==> config.mk <==
export PLATFORM = sky130hd
export DESIGN_NAME = fetch_stage
export DESIGN_NICKNAME = d
export VERILOG_FILES = /design/src/rtl/fetch_pkg.sv /design/src/rtl/if_id_reg.sv /design/src/rtl/fetch_stage.sv
export SDC_FILE = /design/constraint.sdc
export NUM_CORES = 1
export LEC_CHECK = 0
export CAP_MARGIN = 20
export CORE_AREA = 2 2 153 155
export CTS_CLUSTER_DIAMETER = 30
export DETAILED_ROUTE_END_ITERATION = 8
export DIE_AREA = 0 0 155 157
export PLACE_DENSITY = 0.82
export SYNTH_ARGS = -nofsm -noshare
export SYNTH_HDL_FRONTEND = slang
export SYNTH_SLANG_ARGS = --single-unit
==> constraint.sdc <==
create_clock -name clk -period 8.2 [get_ports clk]
set_input_delay 0.82 -clock clk [delete_from_list [all_inputs] [get_ports clk]]
set_output_delay 0.82 -clock clk [all_outputs]
set_load 0.01 [all_outputs]
==> src/rtl/fetch_pkg.sv <==
// Shared types and constants for the instruction-fetch stage: FSM state
// encoding, NOP bubble encoding and datapath widths.
package fetch_pkg;

  localparam int unsigned XLEN = 64;
  localparam int unsigned ILEN = 32;

  localparam logic [ILEN-1:0] NOP_ENCODING = 32'h0000_0013;

  typedef enum logic [1:0] {
    BOOT   = 2'b00,
    RUN    = 2'b01,
    HALTED = 2'b10
  } fetch_state_e;

endpackage

==> src/rtl/if_id_reg.sv <==
// IF/ID pipeline register. Priority is bubble > load > hold; hold is the
// stall case.
module if_id_reg
  import fetch_pkg::*;
#(
  parameter logic [ILEN-1:0] NOP_INSTR = NOP_ENCODING
) (
  input  logic            clk,
  input  logic            reset,
  input  logic            load,
  input  logic            bubble,
  input  logic [XLEN-1:0] next_pc,
  input  logic [ILEN-1:0] next_instr,
  output logic [XLEN-1:0] pc,
  output logic [ILEN-1:0] instr,
  output logic            valid
);

  // NOTE: sequential state uses non-blocking assignments so every register
  // samples pre-edge values regardless of process ordering.
  always_ff @(posedge clk or posedge reset) begin
    if (reset) begin
      pc    <= '0;
      instr <= NOP_INSTR;
      valid <= 1'b0;
    end else if (bubble) begin
      pc    <= '0;
      instr <= NOP_INSTR;
      valid <= 1'b0;
    end else if (load) begin
      pc    <= next_pc;
      instr <= next_instr;
      valid <= 1'b1;
    end
  end

endmodule

==> src/rtl/fetch_stage.sv <==
// Instruction-fetch stage: PC register, next-PC mux, BOOT/RUN/HALTED FSM and
// fetch counter. Define FETCH_BOUND_CHECK_EN to add the fetch_fault output.
module fetch_stage
  import fetch_pkg::*;
#(
  parameter logic [XLEN-1:0] RESET_PC  = '0,
  parameter logic [ILEN-1:0] NOP_INSTR = NOP_ENCODING,
  parameter int unsigned     MEM_SIZE  = 4095
) (
  input  logic            clk,
  input  logic            reset,
  input  logic            stall,
  input  logic            redirect,
  input  logic [XLEN-1:0] redirect_pc,
  output logic [XLEN-1:0] imem_addr,
  input  logic [ILEN-1:0] imem_instr,
  output logic [XLEN-1:0] if_id_pc,
  output logic [ILEN-1:0] if_id_instr,
  output logic            if_id_valid,
  output logic            halted,
  output logic [XLEN-1:0] fetch_count
`ifdef FETCH_BOUND_CHECK_EN
  ,
  output logic            fetch_fault
`endif
);

  fetch_state_e    state_q, state_d;
  logic [XLEN-1:0] pc_q, pc_d;
  logic [XLEN-1:0] count_q;
  logic            ifid_load, ifid_bubble, count_inc;
  logic            out_of_range;
  logic [XLEN-1:0] target_pc;

  // Word-aligned target; no compressed instructions.
  assign target_pc = redirect_pc & ~64'h3;

`ifdef FETCH_BOUND_CHECK_EN
  logic fault_q;

  // 65-bit compare so a PC near 2^64 cannot wrap past the bound.
  assign out_of_range = ({1'b0, pc_q} + 65'd3) >= 65'(MEM_SIZE);

  always_ff @(posedge clk or posedge reset) begin
    if (reset)
      fault_q <= 1'b0;
    else if (redirect && state_q != BOOT)
      fault_q <= 1'b0;
    else if (state_q == RUN && !stall && out_of_range)
      fault_q <= 1'b1;
  end

  assign fetch_fault = fault_q;
`else
  logic unused_mem_size;

  assign out_of_range    = 1'b0;
  assign unused_mem_size = (MEM_SIZE != 0);
`endif

  always_ff @(posedge clk or posedge reset) begin
    if (reset) begin
      state_q <= BOOT;
      pc_q    <= RESET_PC;
      count_q <= '0;
    end else begin
      state_q <= state_d;
      pc_q    <= pc_d;
      if (count_inc) count_q <= count_q + 64'd1;
    end
  end

  // NOTE: every output of this block gets a default first, so no path can
  // leave a signal unassigned and infer a latch.
  always_comb begin
    state_d     = state_q;
    pc_d        = pc_q;
    ifid_load   = 1'b0;
    ifid_bubble = 1'b0;
    count_inc   = 1'b0;
    unique case (state_q)
      BOOT: begin
        ifid_bubble = 1'b1;
        state_d     = RUN;
      end
      RUN: begin
        if (redirect) begin
          pc_d        = target_pc;
          ifid_bubble = 1'b1;
        end else if (stall) begin
          // hold everything
        end else if (imem_instr == '0 || out_of_range) begin
          state_d     = HALTED;
          ifid_bubble = 1'b1;
        end else begin
          pc_d      = pc_q + 64'd4;
          ifid_load = 1'b1;
          count_inc = 1'b1;
        end
      end
      HALTED: begin
        ifid_bubble = 1'b1;
        if (redirect) begin
          pc_d    = target_pc;
          state_d = RUN;
        end
      end
      default: begin
        ifid_bubble = 1'b1;
        state_d     = BOOT;
      end
    endcase
  end

  if_id_reg #(
    .NOP_INSTR(NOP_INSTR)
  ) u_if_id_reg (
    .clk       (clk),
    .reset     (reset),
    .load      (ifid_load),
    .bubble    (ifid_bubble),
    .next_pc   (pc_q),
    .next_instr(imem_instr),
    .pc        (if_id_pc),
    .instr     (if_id_instr),
    .valid     (if_id_valid)
  );

  assign imem_addr   = pc_q;
  assign halted      = (state_q == HALTED);
  assign fetch_count = count_q;

endmodule

* Word-level counts from Yosys, hierarchy flattened
Index checks and enable logic that the tools add are counted.
Operators by class: add/subtract/negate cells 2, eq/ne operators 8, muxes and demuxes 24, reductions and logical operators 6
Operators by type and width (number):
- 64-bit two-way mux | 6
- 64-bit case mux with 2 select lines | 1
- 64-bit by 1-bit adder with 64-bit output, second input constant | 1
- 64-bit by 3-bit adder with 64-bit output, second input constant | 1
- 32-bit two-way mux | 2
- 32-bit zero test | 1
- 1-bit two-way mux | 10
- 2-bit two-way mux | 4
- 2-bit != test, second input constant | 4
- 4-bit AND reduction | 2
- 3-bit != test, second input constant | 2
- 2-bit case mux with 3 select lines | 1
- 2-bit nonzero test | 2
- 2-bit by 1-bit equality test with 1-bit output, second input constant | 1
- 2-bit equality test, second input constant | 1
- 2-bit zero test | 1
Storage, ports and cells: flip-flop bits (word level) 227, bits of input ports 100, output and inout port bits 226, logic and storage cells 46

* Logic depth before layout (Yosys ltp)
word-level depth 7, mapped depth 8, mapped depth without buffers 7

* Hierarchy
A second synthesis with hierarchy kept.
Unflattened totals: cells, all modules 1160, area total of the unflattened synthesis 11200.7 um^2
By module, submodules not included:
- fetch_stage | times used 1, cells an instance 846, area each 7273.2 um^2, seq. area each 3203.1 um^2
- if_id_reg | times used 1, cells an instance 314, area each 3927.5 um^2, seq. area each 2431.1 um^2

* Worst setup path after synthesis
No wires, ideal clock.
path kind in2reg, start in redirect, end reg count_q[62] (netlist: fetch_count[62]), library setup time 79 ps, arrival time 2608 ps, required time 8121 ps, path slack 5513 ps, stages on the path 8, path buffers 2, cells stage by stage buf_6 nor4b_4 and3_4 o2111ai_4 or4_4 buf_6 nor4_4 xor2_1
On the way: longest elaborated chain between the ends 2
RTL lines:
- start, declared | RTL line fetch_stage.sv:13 | input logic redirect,
- 1-bit two-way mux | RTL line fetch_stage.sv:87 | if (redirect) begin
- 1-bit two-way mux | RTL line fetch_stage.sv:81 | unique case (state_q)
- end signal, assigned | RTL line fetch_stage.sv:69 | if (count_inc) count_q <= count_q + 64'd1;
- end, declared | RTL line fetch_stage.sv:30 | logic [XLEN-1:0] count_q;
Every way passes these cells. A chain may end at the register's enable or synchronous reset.

* Worst setup path after layout
start in imem_instr[29], end reg pc_q[19] (netlist: imem_addr[19])
On the way: longest elaborated chain between the ends 3
RTL lines:
- start, declared | RTL line fetch_stage.sv:16 | input logic [ILEN-1:0] imem_instr,
- 32-bit zero test | RTL line fetch_stage.sv:92 | end else if (imem_instr == '0 || out_of_range) begin
- 3-bit != test (no line)
- 4-bit AND reduction (no line)
- end signal, assigned | RTL line fetch_stage.sv:68 | pc_q <= pc_d;
- end, declared | RTL line fetch_stage.sv:29 | logic [XLEN-1:0] pc_q, pc_d;
Every way passes these cells.

==> impl_metrics.toml <==
[floorplan]
rows = 55
fp.dieH_um = 157
die-area_sq_mm = 0.02434
start_util_pct = 47.71
io_pins = 326
fp.dieW_um = 155
core_sq_mm = 0.02250

[routing]
drtIter0Drc = 982
dr.pass1.iters = 5
drc = 0
avgRoutedWirePerCell_um = 20.82
via_count = 10300
vias_per_cell = 6.045
finalWirelength_um = 35480
antenna_left = 0

[job]
cap_violations = 0

[worst_setup_path]
worstSetupEndpointType = "flop"
cp.required_ns = 8.59
cp-start-kind = "input port"
r2r_slack_ns = 5.16
path_buf_inv = 1
path_max_fanout = 54
critPathSlowestCell = "o21a_2"
worstPathCellList = "clkdlybuf4s50_1 -> nor4_1 -> nand4_1 -> nor2_1 -> o21a_2 -> a21oi_1 -> o2bb2a_1"
crit_arrival_ns = 4.13
cp_top_family = "simple AND/OR/NAND/NOR gates"
slowest_delay_ns = 0.91
crit_type = "input port to flop"

[timing]
fin_crit_sh_pct = 45.60
worst_slew_pin_slew_ns = 1.119
max_freq_mhz = 267.4
period_minus_slack_ns = 3.739
drv_slew = 0
finalSetupViolCount = 0
relSlewSlack_pct = 25.17
tns_ns = 0
fin_hold_ws_ns = 0.4688
hold_violations = 0
rsz0062_at_grt = "false"
finClkSkew_ns = 0.02229

[placement]
postPlaceCellArea_sq_mm = 0.01413
port_buffers = 321
gp_congestion = 0.8747
hpwl_um = 24110
dp.cells = 1621

[hold_path]
hold_class = "flop to flop"

[cts]
cts_tree = "done"
post_cts_buffers = 0
cts_inserted_buffers = 45
cts_root_buf = "clkbuf_16"
clk_latency_ns = 0.53
cts_hold_buf = 0
clkTransAtPathRegs_ns = 0.04
cts.sinks = 224
clockBufferDepth = 3
post_cts_resized = 0
cts_max_level = 2

[synth]
ys_top_cells_by_area = "dfrtp_1 52%, a22o_1 6.7%, a21oi_1 3.6%, nand2_1 3.4%, xnor2_1 2.9%"
synth_top_area_share_pct = 51.52
synth_edf_count = 0
ys_seq_area_share_pct = 52.25
synth.most_common_cell = "dfrtp_1"
ys_ff_latch = 224
netlist_instances = 1073
synth_common_cells = "221 x dfrtp_1, 98 x nand2_1, 82 x a22o_1, 77 x a21oi_1, 65 x nor2_1"
post_synth.cell_area_avg_sq_um = 10.00
yosys_warnings = 0
async_flop_share_pct = 100.0
ys_types = 64
synth_flop_cell = "dfrtp_1"
synth_top_cell_by_area = "dfrtp_1"
syn_area_sq_mm = 0.01074

[power_and_ir_drop]
p_leak_nw = 6.592
vdd_drop_max_uv = 147.8
powerDensity_mw_per_mm2 = 237.2

[global_route]
grt_pass1_wl_um = 55440
grt_start_max_net_pins = 147
antenna_found_initial = 2
grt_pass1_vias = 9952
overflow = 0
grt_usage_pct = 28.59

[layout]
final_cells = 1704
syn2layout_area_growth_pct = 46.54
layout-drive-gt1-share_pct = 8.815
nNetsFinal = 1486
final_area_sq_mm = 0.01573
utilization_pct = 69.91

[outcome]
status = "finished clean"
==> layer usage <==
| metal | part of all wire, % | vias to the layer above | global-route usage (%) |
|---|---|---|---|
| met4 | 2.7 | 0 | 8.995 |
| li1 | - | 4644 | - |
| met1 | 39 | 5030 | 36.53 |
| met3 | 9.7 | 85 | 8.260 |
| met5 | 0 | - | 0 |
| met2 | 48 | 542 | 47.22 |
==> final cells by class <==
class / count / area (sq um)
Antenna cell: 1 / 2.502
Sequential cell: 224 / 5609
Timing Repair Buffer: 332 / 3316
Inverter: 19 / 78.83
Clock inverter: 23 / 312.8
Fill cell: 1617 / 6771
Tap cell: 285 / 356.6
Clock buffer: 58 / 1255
Multi-Input combinational cell: 762 / 4801
==> per-stage QoR <==
step | total power, mW | setup slack, ns
global placement | 1.837 | 4.097
CTS | 3.747 | 4.522
floorplan | 1.532 | 1.251
detailed placement | 1.853 | 3.968
finish | 3.731 | 4.461
global route | 3.865 | 4.235
==> cell families after synthesis <==
group	synth area share (%)
AO/OA/AOI/OAI	19.67
other	0.03493
XOR/XNOR	5.140
flip-flops	52.25
multiplexers	0.09324
AND/OR/NAND/NOR	19.14
adder cells (fa/ha/maj)	0.2331
buffers and inverters	3.438
==> worst min-delay path, delay by kind of cell, from the launching register on <==
| family | cells | cell delay [ns] |
|---|---|---|
| AO/OA/AOI/OAI | 1 | 0.06 |
| flip-flops | 1 | 0.33 |
| AND/OR/NAND/NOR | 1 | 0.04 |
==> cells in the final DEF (no fill, tap or decap), types with 5 or more instances in the layout <==
cell             count
a21oi_1             77
a22o_1              82
a2bb2oi_1           10
a31oi_1              6
a32oi_1              6
and2_1               5
and3_1              16
and3_2               6
and4_1               7
buf_4               10
bufinv_16            7
clkbuf_1             5
clkbuf_16           45
clkbuf_8             8
clkdlybuf4s50_1    321
clkinv_2             9
dfrtp_1            221
inv_1               18
nand2_1             97
nand3_1             54
nand4_1             45
nor2_1              64
nor3_1              30
nor4_1              23
o21ai_0             44
o22a_1               8
o22ai_1             27
o2bb2a_1             5
or2_2                6
or3_1               10
or4_1                5
xnor2_1             36
xor2_1              27
==> sequential cells by signal (all words and copies together) (netlist names) <==
signal             cells
u_if_id_reg.pc        63
state_q                2
imem_addr             62
u_if_id_reg.instr     32
fetch_count           64
u_if_id_reg.valid      1
==> worst paths after layout <==
kind	from	cells past startpoint	endpoint
max in group asynchronous	reset	4	fetch_count[5]$_DFFE_PP0P_
worst min-delay path	u_if_id_reg.pc[33]$_DFFE_PP0P_	2	u_if_id_reg.pc[33]$_DFFE_PP0P_
worst max register to register	state_q[1]$_DFFE_PP0P_	7	imem_addr[23]$_DFFE_PP0P_
min in group asynchronous	reset	2	fetch_count[47]$_DFFE_PP0P_
worst min register to register	u_if_id_reg.pc[33]$_DFFE_PP0P_	2	u_if_id_reg.pc[33]$_DFFE_PP0P_
worst max-delay path	imem_instr[29]	7	imem_addr[19]$_DFFE_PP0P_
==> power breakdown <==
group          switching (mW)  total [mW]  internal (mW)
Clock                   0.593        1.89           1.29
Sequential              0.125        1.32           1.19
Combinational           0.250       0.525          0.275
Note: power is estimated with default switching activity, not from simulation.
==> variant 1: new RTL, same flow settings <==
Build with the macro `FETCH_BOUND_CHECK_EN` defined.
--- a/src/rtl/fetch_stage.sv
+++ b/src/rtl/fetch_stage.sv
@@ -1,5 +1,7 @@
 // Instruction-fetch stage: PC register, next-PC mux, BOOT/RUN/HALTED FSM and
 // fetch counter. Define FETCH_BOUND_CHECK_EN to add the fetch_fault output.
+`define FETCH_BOUND_CHECK_EN
+
 module fetch_stage
   import fetch_pkg::*;
 #(
Formal check against the unedited RTL (old outputs only; new: fetch_fault): not equivalent (Yosys sat finds a counterexample within 4 cycles, from zero or initial values and one cycle with reset high).
==> variant 1 against the unedited design <==
Sequential cell count up 1. Area after synthesis up 2.3%. Utilization up 2.0 points. Worst setup slack worse by 0.12 ns. Wire length up 1.0%. Non-clock buffer count up 6. Via count down 0.26%. Hold slack better by 0.0093 ns. Cell area up 2.9%. Cell count down 1.1%.
Power is not compared: it rests on default switching activity, and its combinational part moved more than twofold at a synthesized area within 25%.
==> variant 1: results (changes against the unedited design) <==
| Metric | Value |
|---|---|
| Status | completed |
| Fmax | 0.259 GHz (-3.1%) |
| Share of cells above drive strength 1 | 0.0956 (+0.00749) |
| Multi-input combinational area share | 0.308 (+0.00309) |
| Largest net degree at the start of global routing | 97 (-34%) |
| Non-clock buffer area fraction after layout | 0.209 (-0.00227) |
| Worst Hold End | u_if_id_reg.pc[25]$_DFFE_PP0P_ |
| Grt met3 use | 0.0702 (-0.0124) |
| Top cells by count, synth | 222 x dfrtp_1, 93 x nand2_1, 68 x and2_1 |
| Clock buffer count | 69 (+19%) |
| Post-synthesis mux area share | 0.00205 (+0.00112) |
| Ant. Diodes | 0 (-1) |
| CTS buffer count | 51 (+13%) |
| Invs w/o clock | 12 (-7) |
| DR WL/cell | 21.3 um (+2.1%) |
| Slowest cell on crit path | nor2_1 |
| Clk root buf | clkbuf_16 |
| Total GRT Usage | 0.291 (+0.00467) |
| Xor and xnor area share after synthesis | 0.0503 (-0.00114) |
| Crit path max fanout | 46 (-15%) |
| Worst slack at placement | 3.99 ns (+0.0180 ns) |
| Register area share after synthesis | 0.513 (-0.00933) |
| Critical path arrival | 4.26 ns (+0.13 ns) |
| DRT iter0 DRCs | 972 (-1.0%) |
| Met2 WL | 17,300 um (+1.1%) |
| Delay of the slowest critical-path stage | 0.82 ns (-0.09 ns) |
| Routability cong. | 0.909 (+3.9%) |
| Nets@finish | 1,468 (-1.2%) |
| CTS sink cnt | 225 (+0.45%) |
| Wire length on met1 | 14,300 um (+2.3%) |
| Worst slew margin | 0.335 (+0.0838) |
| Clock skew | 0.0102 ns (-0.0121 ns) |
| Seq area share | 0.348 (-0.00857) |
| Post-route ant nets | 0 (unchanged) |
| Detail Route met3 WL | 3190 um (-7.2%) |
| Worst hold stages | 1 (-1) |
| Area fraction in compound gates after synthesis | 0.175 (-0.0219) |
| Setup slack, reg-to-reg | 4.69 ns (-0.47 ns) |
| Vias per cell | 6.09 (+0.80%) |
| Comb_multi_in | 735 (-3.5%) |
| Number of global-route vias before repair | 10.2k (+3.0%) |
| Final clock-cell share | 0.110 (+0.0103) |
| IO buf count | 322 (+0.31%) |
| RR Startpoint | imem_addr[59]$_DFFE_PP0P_ |
| Post-synth cell types | 62 (-3.1%) |
| Adder-cell share of the synthesized area | 0.00570 (+0.00337) |
| DP HPWL | 23,200 um (-4.0%) |
| Non-clk bufs | 338 (+1.8%) |
==> variant 1: worst max-delay path by stage <==
stage / start / endpoint
global placement: imem_instr[0] / imem_addr[3]$_DFFE_PP0P_
floorplan: reset / fetch_count[0]$_DFFE_PP0P_
detailed placement: imem_instr[0] / imem_addr[46]$_DFFE_PP0P_
finish: imem_instr[0] / imem_addr[43]$_DFFE_PP0P_
CTS: imem_instr[0] / imem_addr[43]$_DFFE_PP0P_
global route: imem_instr[0] / imem_addr[43]$_DFFE_PP0P_
==> variant 1: through the flow <==
step,hold WS (ns),cells,instance area (sq um)
2_1_floorplan,0.486,1048,11000
3_3_place_gp,0.460,1593,14400
3_5_place_dp,0.470,1594,14400
4_1_cts,0.483,1685,16200
5_1_grt,0.495,1686,16200
6_report,0.478,1686,16200
==> variant 1: power by group <==
group | switching [W] | internal [W] | leakage [nW]
clock network | 0.000614 | 0.00145 | 0.877
registers | 0.000290 | 0.00127 | 3.02
logic | 0.000692 | 0.000587 | 2.81
total | 0.00159 | 0.00331 | 6.70
==> variant 2: new RTL, same settings <==
Without the edit above. Register the output `fetch_count` once more; this adds one clock of latency there. The other outputs are not delayed to match.
--- a/src/rtl/fetch_stage.sv
+++ b/src/rtl/fetch_stage.sv
@@ -128,7 +128,9 @@
 
   assign imem_addr   = pc_q;
   assign halted      = (state_q == HALTED);
-  assign fetch_count = count_q;
+  always_ff @(posedge clk) begin
+    fetch_count <= count_q;
+  end
 
 endmodule
 
Formal check against the unedited RTL: not equivalent (a bounded check fails within 4 cycles, from zero or initial values and one cycle with reset high).
==> variant 2 against the unedited design <==
Sequential power rose by 26%. Worst setup slack improved by 0.27 ns. Die area did not move. Highest routed layer unchanged. Clock power rose by 13%. Clock skew rose by 0.0051 ns. Largest power group unchanged. Cell area rose by 8.6%. Sequential share of layout area rose by 4.7 points. Sequential cell count rose by 64. Critical path type unchanged. Area after synthesis rose by 11%. Power rose by 16%. Wire length rose by 3.0%. Global-route usage rose by 1.2 points.
==> variant 2: results (changes against the unedited design) <==
| Metric | Value |
|---|---|
| Crit path max fanout | 50 (-7.4%) |
| Xor and xnor area share after synthesis | 0.0472 (-0.00415) |
| Final WL | 36,600 um (+3.0%) |
| Worst-path clk slew | 0.06 ns (+0.02 ns) |
| First-pass GRT wire length | 57,600 um (+3.9%) |
| CP startpoint | imem_instr[17] |
| Reg2reg end | imem_addr[54]$_DFFE_PP0P_ |
| Fill count | 1,512 (-6.5%) |
| IO buf count | 321 (unchanged) |
| Largest net degree at the start of global routing | 141 (-4.1%) |
| Post-synth cell types | 61 (-4.7%) |
| Status | completed |
| Worst-skew pair later-pin latency | 0.54 ns |
| Yosys warning count | 0 (unchanged) |
| CTS max path bufs | 3 (unchanged) |
| Dpl cells | 1,666 (+2.8%) |
| Worst-margin pin slew | 1.09 ns (-0.0303 ns) |
| R2R depth | 8 (+1) |
| Total grt overflow | 0 (unchanged) |
| Sw Share | 0.257 (-0.00216) |
| DRT iter0 DRCs | 754 (-23%) |
| Post-synthesis mux area share | 0.00169 (+0.000755) |
| Routability cong. | 0.858 (-1.9%) |
| CTS buffer count | 51 (+13%) |
| Async set-reset flop share out of synthesis | 0.778 (-0.222) |
| Antenna violations before repair | 5 (+3) |
| Nets@finish | 1,539 (+3.6%) |
| Slowest cell on crit path | o21a_2 |
| Clock skew | 0.0274 ns (+0.00506 ns) |
| Worst Hold Class | reg -> reg |
| Share of cells above drive strength 1 | 0.0812 (-0.00691) |
| DP HPWL | 24,100 um (-0.23%) |
| CP Capture Point | imem_addr[61]$_DFFE_PP0P_ |
| First-pass iteration count of the detailed router | 8 (+3) |
| Register area share after synthesis | 0.581 (+0.0583) |
| Synth Area per Inst | 10.5 sq um (+5.1%) |
| Leakage | 7.10 nW (+7.7%) |
| Peak supply drop | 0.184 mV (+24%) |
| Biggest regs | count_q: 64 flops, fetch_count: 64 flops, u_if_id_reg.pc: 63 flops |
| Top post-synthesis cells by area | dfrtp_1 47%, dfxtp_1 11%, a22o_1 6.1% |
| Setup slack, reg-to-reg | 4.92 ns (-0.24 ns) |
| Max cap viols | 0 (unchanged) |
| Total GRT Usage | 0.298 (+0.0122) |
| H-Tree Depth | 2 (unchanged) |
| Delay of the slowest critical-path stage | 0.90 ns |
| Critical path arrival | 3.89 ns (-0.24 ns) |
| Adder-cell share of the synthesized area | 0.00211 (-0.000222) |
| DR vias | 10.6k (+3.1%) |
| Top cells by count, synth | 221 x dfrtp_1, 96 x nand2_1, 83 x a21oi_1 |
| Post-CTS Setup Bufs | 0 (unchanged) |
| CP top delay family | compound AO/OA/AOI/OAI gates |
| CTS resizes | 0 (unchanged) |
| RR Startpoint | state_q[0]$_DFFE_PP0P_ |
| Final std cells w/o fill | 1,768 (+3.8%) |
| Clk root buf | clkbuf_16 |
| Area fraction in compound gates after synthesis | 0.175 (-0.0212) |
## variant 2: layer usage
metal,routed length (um),GRT usage
met1,14400,0.384
met2,18000,0.487
met3,3170,0.0765
met4,986,0.117
met5,0,0
## variant 2: worst min-delay path by stage
stage / startpoint / to / slack [ns] / cells past startpoint
floorplan: count_q[19]$_DFFE_PP0P_ / fetch_count[19]$_DFF_P_ / 0.35 / 0
global placement: count_q[19]$_DFFE_PP0P_ / fetch_count[19]$_DFF_P_ / 0.35 / 0
detailed placement: count_q[19]$_DFFE_PP0P_ / fetch_count[19]$_DFF_P_ / 0.36 / 0
CTS: count_q[19]$_DFFE_PP0P_ / fetch_count[19]$_DFF_P_ / 0.37 / 0
global route: count_q[19]$_DFFE_PP0P_ / fetch_count[19]$_DFF_P_ / 0.38 / 0
finish: count_q[19]$_DFFE_PP0P_ / fetch_count[19]$_DFF_P_ / 0.37 / 0
## variant 2: layout make-up
cell class	instances	area share
antenna	6	0.000879
clock buffer	60	0.0796
clock inverter	33	0.0237
inverter	19	0.00462
multi-input combinational	745	0.272
sequential	288	0.404
tap	285	0.0209
timing repair buffer	332	0.195
## variant 2: metrics by stage
step                hold slack, ns  cell area, sq um  total power (W)  setup WS, ns
global placement             0.354             15200          0.00217          4.37
CTS                          0.373             17000          0.00433          4.76
floorplan                    0.347             11900          0.00187          1.25
detailed placement           0.361             15200          0.00219          4.24
global route                 0.380             17100          0.00446          4.39
finish                       0.371             17100          0.00432          4.73
## variant 2: power groups by stage
stage	sequential, W	clock (W)	combinational [W]
final	0.00166	0.00214	0.000519
after global routing	0.00167	0.00223	0.000559
after CTS	0.00165	0.00216	0.000517
after detailed placement	0.00168	0	0.000512
after global placement	0.00167	0	0.000502
after floorplan	0.00167	0	0.000202
